[src/rtl/periph_bus_initiator_if.sv]
// rtl/periph_bus_initiator_if.sv - periph bus request/response signal bundle
// master = initiator side, slave = target side.
interface periph_bus_initiator_if #(
   parameter int ADDR_WIDTH = 32,
   parameter int DATA_WIDTH = 32,
   parameter int ID_WIDTH   = 2
);
   logic                    req_o;
   logic [ADDR_WIDTH-1:0]   add_o;
   logic                    wen_o;
   logic [DATA_WIDTH-1:0]   wdata_o;
   logic [DATA_WIDTH/8-1:0] be_o;
   logic [ID_WIDTH-1:0]     id_o;
   logic                    gnt_i;
   logic                    r_valid_i;
   logic                    r_opc_i;
   logic [ID_WIDTH-1:0]     r_id_i;
   logic [DATA_WIDTH-1:0]   r_rdata_i;

   modport master (
      output req_o, add_o, wen_o, wdata_o, be_o, id_o,
      input  gnt_i, r_valid_i, r_opc_i, r_id_i, r_rdata_i
   );

   modport slave (
      input  req_o, add_o, wen_o, wdata_o, be_o, id_o,
      output gnt_i, r_valid_i, r_opc_i, r_id_i, r_rdata_i
   );
endinterface

[src/rtl/periph_bus_initiator.sv]
// rtl/periph_bus_initiator.sv - credit-limited periph bus initiator
// One request register stage toward the bus, response FIFO toward the consumer.
module periph_bus_initiator #(
   parameter int ADDR_WIDTH      = 32,
   parameter int DATA_WIDTH      = 32,
   parameter int ID_WIDTH        = 2,
   parameter int ID              = 0,
   parameter int MAX_OUTSTANDING = 2
) (
   input  logic                                       clk_i,
   input  logic                                       rst_ni,
   input  logic                                       cmd_valid_i,
   output logic                                       cmd_ready_o,
   input  logic [ADDR_WIDTH-1:0]                      cmd_addr_i,
   input  logic                                       cmd_wen_i,
   input  logic [DATA_WIDTH-1:0]                      cmd_wdata_i,
   input  logic [DATA_WIDTH/8-1:0]                    cmd_be_i,
   periph_bus_initiator_if.master                     bus,
   output logic                                       rsp_valid_o,
   input  logic                                       rsp_ready_i,
   output logic [DATA_WIDTH-1:0]                      rsp_rdata_o,
   output logic                                       rsp_err_o,
   output logic [$clog2(MAX_OUTSTANDING+1)-1:0]       outstanding_o,
   output logic                                       busy_o
);
   localparam int CNT_W = $clog2(MAX_OUTSTANDING + 1);
   localparam int BE_W  = DATA_WIDTH / 8;
   localparam int PTR_W = (MAX_OUTSTANDING > 1) ? $clog2(MAX_OUTSTANDING) : 1;
   localparam logic [CNT_W-1:0] MAX_CNT  = CNT_W'(MAX_OUTSTANDING);
   localparam logic [PTR_W-1:0] LAST_PTR = PTR_W'(MAX_OUTSTANDING - 1);

   typedef enum logic {S_IDLE, S_REQ} state_e;

   state_e                state_q, state_d;
   logic [ADDR_WIDTH-1:0] addr_q;
   logic                  wen_q;
   logic [DATA_WIDTH-1:0] wdata_q;
   logic [BE_W-1:0]       be_q;
   logic [CNT_W-1:0]      outstanding_q, outstanding_d;

   logic [DATA_WIDTH:0]   fifo_mem_q [MAX_OUTSTANDING];
   logic [PTR_W-1:0]      wr_ptr_q, rd_ptr_q;
   logic [CNT_W-1:0]      fifo_cnt_q;

   logic cmd_accept, push_req, push, rsp_pop, fifo_full, fifo_empty;

   function automatic logic [PTR_W-1:0] ptr_inc(input logic [PTR_W-1:0] p);
      return (p == LAST_PTR) ? '0 : p + PTR_W'(1);
   endfunction

   // Grant frees the request register in the same cycle, so a new command can replace it.
   assign cmd_ready_o = ((state_q == S_IDLE) || bus.gnt_i) && (outstanding_q < MAX_CNT);
   assign cmd_accept  = cmd_valid_i && cmd_ready_o;

   always_comb begin
      state_d = state_q;
      case (state_q)
         S_IDLE:  if (cmd_accept) state_d = S_REQ;
         S_REQ:   if (bus.gnt_i && !cmd_accept) state_d = S_IDLE;
         default: state_d = S_IDLE;
      endcase
   end

   always_ff @(posedge clk_i or negedge rst_ni) begin
      if (!rst_ni) begin
         state_q <= S_IDLE;
         addr_q  <= '0;
         wen_q   <= 1'b0;
         wdata_q <= '0;
         be_q    <= '0;
      end else begin
         state_q <= state_d;
         if (cmd_accept) begin
            addr_q  <= cmd_addr_i;
            wen_q   <= cmd_wen_i;
            wdata_q <= cmd_wdata_i;
            be_q    <= cmd_be_i;
         end
      end
   end

   assign bus.req_o   = (state_q == S_REQ);
   assign bus.add_o   = addr_q;
   assign bus.wen_o   = wen_q;
   assign bus.wdata_o = wdata_q;
   assign bus.be_o    = be_q;
   assign bus.id_o    = ID_WIDTH'(ID);

   // Decrement is guarded so an unsolicited response cannot wrap the counter below zero.
   always_comb begin
      outstanding_d = outstanding_q;
      case ({cmd_accept, rsp_pop})
         2'b10:   outstanding_d = outstanding_q + CNT_W'(1);
         2'b01:   if (outstanding_q != '0) outstanding_d = outstanding_q - CNT_W'(1);
         default: outstanding_d = outstanding_q;
      endcase
   end

   always_ff @(posedge clk_i or negedge rst_ni) begin
      if (!rst_ni) outstanding_q <= '0;
      else         outstanding_q <= outstanding_d;
   end

   assign push_req   = bus.r_valid_i && (bus.r_id_i == ID_WIDTH'(ID));
   assign fifo_full  = (fifo_cnt_q == MAX_CNT);
   assign fifo_empty = (fifo_cnt_q == '0);
   assign rsp_pop    = !fifo_empty && rsp_ready_i;
   assign push       = push_req && (!fifo_full || rsp_pop);

   always_ff @(posedge clk_i or negedge rst_ni) begin
      if (!rst_ni) begin
         wr_ptr_q   <= '0;
         rd_ptr_q   <= '0;
         fifo_cnt_q <= '0;
         for (int i = 0; i < MAX_OUTSTANDING; i++) fifo_mem_q[i] <= '0;
      end else begin
         if (push) begin
            fifo_mem_q[wr_ptr_q] <= {bus.r_rdata_i, bus.r_opc_i};
            wr_ptr_q             <= ptr_inc(wr_ptr_q);
         end
         if (rsp_pop) rd_ptr_q <= ptr_inc(rd_ptr_q);
         case ({push, rsp_pop})
            2'b10:   fifo_cnt_q <= fifo_cnt_q + CNT_W'(1);
            2'b01:   fifo_cnt_q <= fifo_cnt_q - CNT_W'(1);
            default: fifo_cnt_q <= fifo_cnt_q;
         endcase
      end
   end

   assign rsp_valid_o   = !fifo_empty;
   assign rsp_rdata_o   = fifo_mem_q[rd_ptr_q][DATA_WIDTH:1];
   assign rsp_err_o     = fifo_mem_q[rd_ptr_q][0];
   assign outstanding_o = outstanding_q;
   assign busy_o        = bus.req_o || (outstanding_q != '0);

   // A compliant slave never returns more responses than credits handed out.
   a_no_overflow: assert property (@(posedge clk_i) disable iff (!rst_ni)
      !(push_req && fifo_full && !rsp_pop))
      else $error("periph_bus_initiator: response pushed into full FIFO, dropped");
endmodule

[src/flat_wrapper.sv]
// flat-port wrapper written by rule: the top's interface ports become plain ports
module periph_bus_initiator_flat 
#(
   parameter int ADDR_WIDTH      = 32,
   parameter int DATA_WIDTH      = 32,
   parameter int ID_WIDTH        = 2,
   parameter int ID              = 0,
   parameter int MAX_OUTSTANDING = 2
)
  (clk_i, rst_ni, cmd_valid_i, cmd_ready_o, cmd_addr_i, cmd_wen_i, cmd_wdata_i, cmd_be_i, rsp_valid_o, rsp_ready_i, rsp_rdata_o, rsp_err_o, outstanding_o, busy_o, bus_req_o, bus_add_o, bus_wen_o, bus_wdata_o, bus_be_o, bus_id_o, bus_gnt_i, bus_r_valid_i, bus_r_opc_i, bus_r_id_i, bus_r_rdata_i);
  periph_bus_initiator_if #(.ADDR_WIDTH(ADDR_WIDTH), .DATA_WIDTH(DATA_WIDTH), .ID_WIDTH(ID_WIDTH)) bus_i ();
  input  logic clk_i;
  input  logic rst_ni;
  input  logic cmd_valid_i;
  output logic cmd_ready_o;
  input  logic [ADDR_WIDTH-1:0] cmd_addr_i;
  input  logic cmd_wen_i;
  input  logic [DATA_WIDTH-1:0] cmd_wdata_i;
  input  logic [DATA_WIDTH/8-1:0] cmd_be_i;
  output logic rsp_valid_o;
  input  logic rsp_ready_i;
  output logic [DATA_WIDTH-1:0] rsp_rdata_o;
  output logic rsp_err_o;
  output logic [$clog2(MAX_OUTSTANDING+1)-1:0] outstanding_o;
  output logic busy_o;
  output wire logic [$bits(bus_i.req_o)-1:0] bus_req_o;
  output wire logic [$bits(bus_i.add_o)-1:0] bus_add_o;
  output wire logic [$bits(bus_i.wen_o)-1:0] bus_wen_o;
  output wire logic [$bits(bus_i.wdata_o)-1:0] bus_wdata_o;
  output wire logic [$bits(bus_i.be_o)-1:0] bus_be_o;
  output wire logic [$bits(bus_i.id_o)-1:0] bus_id_o;
  input wire logic [$bits(bus_i.gnt_i)-1:0] bus_gnt_i;
  input wire logic [$bits(bus_i.r_valid_i)-1:0] bus_r_valid_i;
  input wire logic [$bits(bus_i.r_opc_i)-1:0] bus_r_opc_i;
  input wire logic [$bits(bus_i.r_id_i)-1:0] bus_r_id_i;
  input wire logic [$bits(bus_i.r_rdata_i)-1:0] bus_r_rdata_i;
  assign bus_req_o = bus_i.req_o;
  assign bus_add_o = bus_i.add_o;
  assign bus_wen_o = bus_i.wen_o;
  assign bus_wdata_o = bus_i.wdata_o;
  assign bus_be_o = bus_i.be_o;
  assign bus_id_o = bus_i.id_o;
  assign bus_i.gnt_i = bus_gnt_i;
  assign bus_i.r_valid_i = bus_r_valid_i;
  assign bus_i.r_opc_i = bus_r_opc_i;
  assign bus_i.r_id_i = bus_r_id_i;
  assign bus_i.r_rdata_i = bus_r_rdata_i;
  periph_bus_initiator #(.ADDR_WIDTH(ADDR_WIDTH), .DATA_WIDTH(DATA_WIDTH), .ID_WIDTH(ID_WIDTH), .ID(ID), .MAX_OUTSTANDING(MAX_OUTSTANDING)) u_core (.clk_i(clk_i), .rst_ni(rst_ni), .cmd_valid_i(cmd_valid_i), .cmd_ready_o(cmd_ready_o), .cmd_addr_i(cmd_addr_i), .cmd_wen_i(cmd_wen_i), .cmd_wdata_i(cmd_wdata_i), .cmd_be_i(cmd_be_i), .bus(bus_i), .rsp_valid_o(rsp_valid_o), .rsp_ready_i(rsp_ready_i), .rsp_rdata_o(rsp_rdata_o), .rsp_err_o(rsp_err_o), .outstanding_o(outstanding_o), .busy_o(busy_o));
endmodule
[config.mk]
export PLATFORM = sky130hd
export DESIGN_NAME = periph_bus_initiator_flat
export DESIGN_NICKNAME = d
export VERILOG_FILES = /design/src/rtl/periph_bus_initiator_if.sv /design/src/rtl/periph_bus_initiator.sv /design/src/flat_wrapper.sv
export SDC_FILE = /design/constraint.sdc
export NUM_CORES = 1
export LEC_CHECK = 0
export BUFFER_PORTS_ARGS = -buffer_cell sky130_fd_sc_hd__buf_2
export CAP_MARGIN = 20
export CORE_MARGIN = 4
export CORE_UTILIZATION = 49
export DETAILED_ROUTE_END_ITERATION = 8
export MAX_ROUTING_LAYER = met4
export PLACE_DENSITY = 0.82
export SLEW_MARGIN = 25
export SYNTH_ARGS = -nofsm -noshare
export SYNTH_HDL_FRONTEND = slang
export SYNTH_SLANG_ARGS = --single-unit
[constraint.sdc]
create_clock -name clk_i -period 4.4 [get_ports clk_i]
set_input_delay 0.66 -clock clk_i [delete_from_list [all_inputs] [get_ports clk_i]]
set_output_delay 0.66 -clock clk_i [all_outputs]
set_load 0.01 [all_outputs]
======== After elaboration in Yosys (flattened, before gate mapping) ========
Cells that the tools add are included.
storage, ports and cells
  register bits after elaboration ......... 142
  input port bits ......................... 110
  output and inout port bits .............. 110
  word-level logic and storage cells ...... 63
operators by class
  $add $sub $neg .......................... 6
  $lt $le $gt $ge ......................... 4
  equality and inequality tests ........... 6
  muxes and demuxes ....................... 14
  bitwise gates (word level) .............. 3
  reductions and logical operators ........ 19
operator list
  operator                                                                  number
  33-bit 2-to-1 mux                                                         4
  66-bit bitwise mux                                                        1
  33-bit demux with 1-bit select                                            1
  2-bit one-hot mux with 2 select lines                                     2
  1-bit logical AND                                                         7
  2-bit == test (second input constant)                                     3
  2-bit nonzero test                                                        3
  2-bit by 1-bit adder with 2-bit output (second input constant)            2
  2-bit by 1-bit == test with 1-bit output (second input constant)          2
  2-bit greater-or-equal comparator (second input constant)                 2
  2-bit logical NOT                                                         2
  1-bit 2-to-1 mux                                                          4
  1-bit inverter with 2-bit output                                          2
  2-bit by 1-bit subtractor with 2-bit output (second input constant)       2
  1-bit logical NOT                                                         3
  1-bit logical OR                                                          3
  1-bit adder (second input constant)                                       2
  2-bit by 1-bit < comparator with 1-bit output (second input constant)     1
  2-bit < comparator (second input constant)                                1
  2-bit 2-to-1 mux                                                          1
  2-bit by 1-bit inequality test with 1-bit output (second input constant)  1
  1-bit one-hot mux with 2 select lines                                     1
  2-bit AND reduction                                                       1
  1-bit inverter                                                            1

======== Depth between registers and ports, before layout ========
  word-level depth ........................ 8
  mapped depth ............................ 6
  mapped depth without buffers ............ 4

======== Least setup slack after synthesis ========
OpenSTA, ideal clock, no wires.
  kind .................................... input port to flip-flop
  from .................................... in bus_r_id_i[1]
  to ...................................... reg u_core.fifo_mem_q[36] (netlist name)
  setup time .............................. 125 ps
  data arrival time ....................... 1,972 ps
  slack ................................... 2,303 ps
  stages .................................. 5
  path buffers ............................ 2
  path through ............................ or3b_1 buf_6 nor3_4 buf_6 mux2_2
on the way
  word-level cells in the longest chain between the ends .. 3
ends and longest elaborated chain
  element                         line                         text
  start: declaration              flat_wrapper.sv:35           input wire logic [$bits(bus_i.r_id_i)-1:0] bus_r_id_i;
  2-bit logical NOT               periph_bus_initiator.sv:104  assign push_req = bus.r_valid_i && (bus.r_id_i == ID_WIDTH'(ID));
  1-bit logical AND               periph_bus_initiator.sv:104
  1-bit logical AND               periph_bus_initiator.sv:108  assign push = push_req && (!fifo_full || rsp_pop);
  end signal: indexed assignment  periph_bus_initiator.sv:118  fifo_mem_q[wr_ptr_q] <= {bus.r_rdata_i, bus.r_opc_i};
  end: declaration                periph_bus_initiator.sv:41   logic [DATA_WIDTH:0] fifo_mem_q [MAX_OUTSTANDING];
No other way between the ends.
A chain may end at the register's enable or synchronous reset.

======== Final worst setup path ========
  from .................................... reg u_core.rd_ptr_q
  to ...................................... out rsp_rdata_o[4]
on the way
  word-level cells in the longest chain between the ends .. 4
ends and longest elaborated chain
  element                                                 line                         text
  start: declaration                                      periph_bus_initiator.sv:42   logic [PTR_W-1:0] wr_ptr_q, rd_ptr_q;
  start signal: assignment                                periph_bus_initiator.sv:121  if (rsp_pop) rd_ptr_q <= ptr_inc(rd_ptr_q);
  1-bit inverter with 2-bit output (not written as such)  periph_bus_initiator.sv:131  assign rsp_rdata_o = fifo_mem_q[rd_ptr_q][DATA_WIDTH:1];
  33-bit 2-to-1 mux (not written as such) (3 in a row)    periph_bus_initiator.sv:131
  end: declaration                                        flat_wrapper.sv:22           output logic [DATA_WIDTH-1:0] rsp_rdata_o;
No other way between the ends. The select of a mux whose other input is x is not followed.

==> results_dict.tcl <==
set metrics [dict create \
    status "complete, no violations" \
    vias_per_cell 5.07 \
    antenna_found_initial 1 \
    crit_fanout 28 \
    grt_pass1_wl_um 21700 \
    fin_crit_ps 2590 \
    fin_crit_sh 0.590 \
    timing.hold.ws_ps 342 \
    drtIter0Drc 194 \
    clkSinkCount 142 \
    fillCellCount 845 \
    yosysSeqAreaShare 0.598 \
    grt_max_degree 108 \
    yosysWarnings 0 \
    ys_types 32 \
    overflow 0 \
    final_cell_mix "216 x buf_2, 142 x dfrtp_1, 133 x mux2_2" \
    grtUsageTotal 0.203 \
    seqCellArea_um2 3550 \
    cpMaxStageDelayCell "dfrtp_1" \
    cts_tree "done" \
    synth_cells 361 \
    arrival_ps 1930 \
    first_global_vias 4288 \
    tightest_slew_ps 825 \
    gp_congestion 0.761 \
    multi_input_area_um2 2220 \
    wl_um 13300 \
    cts.clk_slew.worst_paths_ps 60 \
    max_freq_ghz 0.385 \
    power.density_nw_per_um2 792 \
    final_common_cell "buf_2" \
    core_area_um2 11700 \
    worstSetupStartpointType "flop" \
    finalHoldViolCount 0 \
    cts_hold_buffers 0 \
    r2r-start "u_core.bus.req_o" \
    power.total_mw 6.11 \
    drc 0 \
    io_pins 220 \
    htree_levels 4 \
    dp_hpwl_um 9380 \
    dr.pass1.iters 4 \
    synth_area_per_cell_um2 16.5 \
    final_max_slew_viol_count 0 \
    drive_gt1_frac 0.710 \
    p_leak_nw 3.81 \
    fin_skew_ps 11.5 \
    worst_slack_ps 1810 \
    critPathRequiredTime_ps 3740 \
    slew_headroom 0.448 \
    tns_ps 0 \
    fin_nets 691 \
    path_depth 3 \
    crit_chain "buf_4, mux2_2, buf_2" \
    worst-setup-path-type "flop to primary output" \
    vdd_drop_max_v 0.000449 \
    final_antenna_net_count 0 \
    place_ws_ps 1680 \
    cts_buffers 17 \
    fin_util 0.661 \
    portBuffers 217 \
    ys_seq_elements 142 \
    die-height_um 118 \
    hold_class "input port to async pin" \
    wire_per_inst_um 18.0 \
    setup_viol 0 \
    clk_latency_ps 420 \
    reg2reg_slack_ps 2210 \
    synth_area_um2 5940 \
    num_vias 3742 \
    cts_resized 0 \
    cap_violations 0 \
    synth_top_area_cell "dfrtp_1" \
    synthToLayoutAreaGrowth_pct 29.8 \
    synth_area_leaders "dfrtp_1 60%, mux2_2 25%, mux2_4 7.6%" \
    r2r.worst_path.cells 4 \
    rsz0062_at_grt "no" \
    rows 39 \
    cts_root_buffer "clkbuf_16" \
    post_cts_buffers 0 \
    initial_utilization 0.509 \
    critPathCaptureType "primary output" \
    yosysTopAreaCellShare 0.598 \
    cp_top_family "buffers and inverters" \
    die_w_um 118 \
    cp_slowest_stage_delay_ps 510 \
    die-area_um2 14000 \
    critPathBufInv 2 \
    r2r-end "u_core.bus.wdata_o[15]" \
    cts_buffer_depth 2 \
]
==> cells in the mapped netlist <==
cell,number
nor3_1,1
buf_2,8
o21bai_1,1
a21oi_1,2
a21o_1,1
conb_1,1
mux2_4,30
xnor2_1,2
nor3b_1,2
nand2_1,2
a22o_1,1
nand2_4,1
nand2b_1,1
or3_1,1
buf_12,3
nor2_1,3
mux2_2,133
a31oi_1,1
mux2i_1,2
buf_1,2
buf_6,4
dfrtp_1,142
buf_4,2
and3_1,1
clkbuf_1,2
mux2_1,5
nor3_4,1
or2_2,2
nor2b_1,1
xor2_1,1
or3b_1,1
nor2_2,1
==> final cells by class <==
type | count | area share
flip-flops and latches | 142 | 0.461
multi-input cells | 199 | 0.288
repair buffers | 221 | 0.147
clock buffers | 21 | 0.0623
well taps | 143 | 0.0232
clock inverters | 11 | 0.0178
diodes | 1 | 0.000324
==> worst max path at each step <==
stage,from,endpoint,slack [ps]
after floorplan,bus_r_id_i[1],u_core.fifo_mem_q[36],2300
after global placement,bus_r_id_i[1],u_core.fifo_mem_q[50],1750
after detailed placement,bus_r_id_i[1],u_core.fifo_mem_q[60],1680
after CTS,u_core.rd_ptr_q,rsp_rdata_o[4],1780
after global routing,u_core.rd_ptr_q,rsp_rdata_o[17],1700
final,u_core.rd_ptr_q,rsp_rdata_o[4],1810
==> where the power goes <==
part           switching [mW]  total, mW  leakage, nW  internal, mW
Clock                   0.539       1.49        0.301         0.946
Combinational           0.989       2.28         1.82          1.29
Sequential              0.370       2.34         1.69          1.97
==> flip-flops by register name, indices dropped and copies added, names as in the netlist <==
register / flops
u_core.bus.add_o: 32
u_core.bus.be_o: 4
u_core.bus.req_o: 1
u_core.bus.wdata_o: 32
u_core.bus.wen_o: 1
u_core.fifo_cnt_q: 2
u_core.fifo_mem_q: 66
u_core.outstanding_o: 2
u_core.rd_ptr_q: 1
u_core.wr_ptr_q: 1
==> metal layers <==
layer / up-vias / global-route usage / part of all wire
met4: 0 / 0.0850 / 0.023
met3: 21 / 0.0509 / 0.050
met5: - / - / 0
li1: 1719 / - / -
met1: 1876 / 0.227 / 0.40
met2: 126 / 0.348 / 0.53
==> cell families after synthesis <==
logic type | count (synthesis) | share of synthesized area
xor+xnor | 3 | 0.00442
compound gates | 6 | 0.00674
simple gates | 18 | 0.0200
other cells | 1 | 0.000631
mux | 170 | 0.341
buf+inv | 21 | 0.0295
flops | 142 | 0.598
==> metrics by stage <==
step	instances	area [um^2]
final	738	7710
after global routing	738	7710
after global placement	705	7090
after CTS	737	7710
after floorplan	362	5950
after detailed placement	705	7090
No activity file was read; power rests on OpenSTA's default activity.
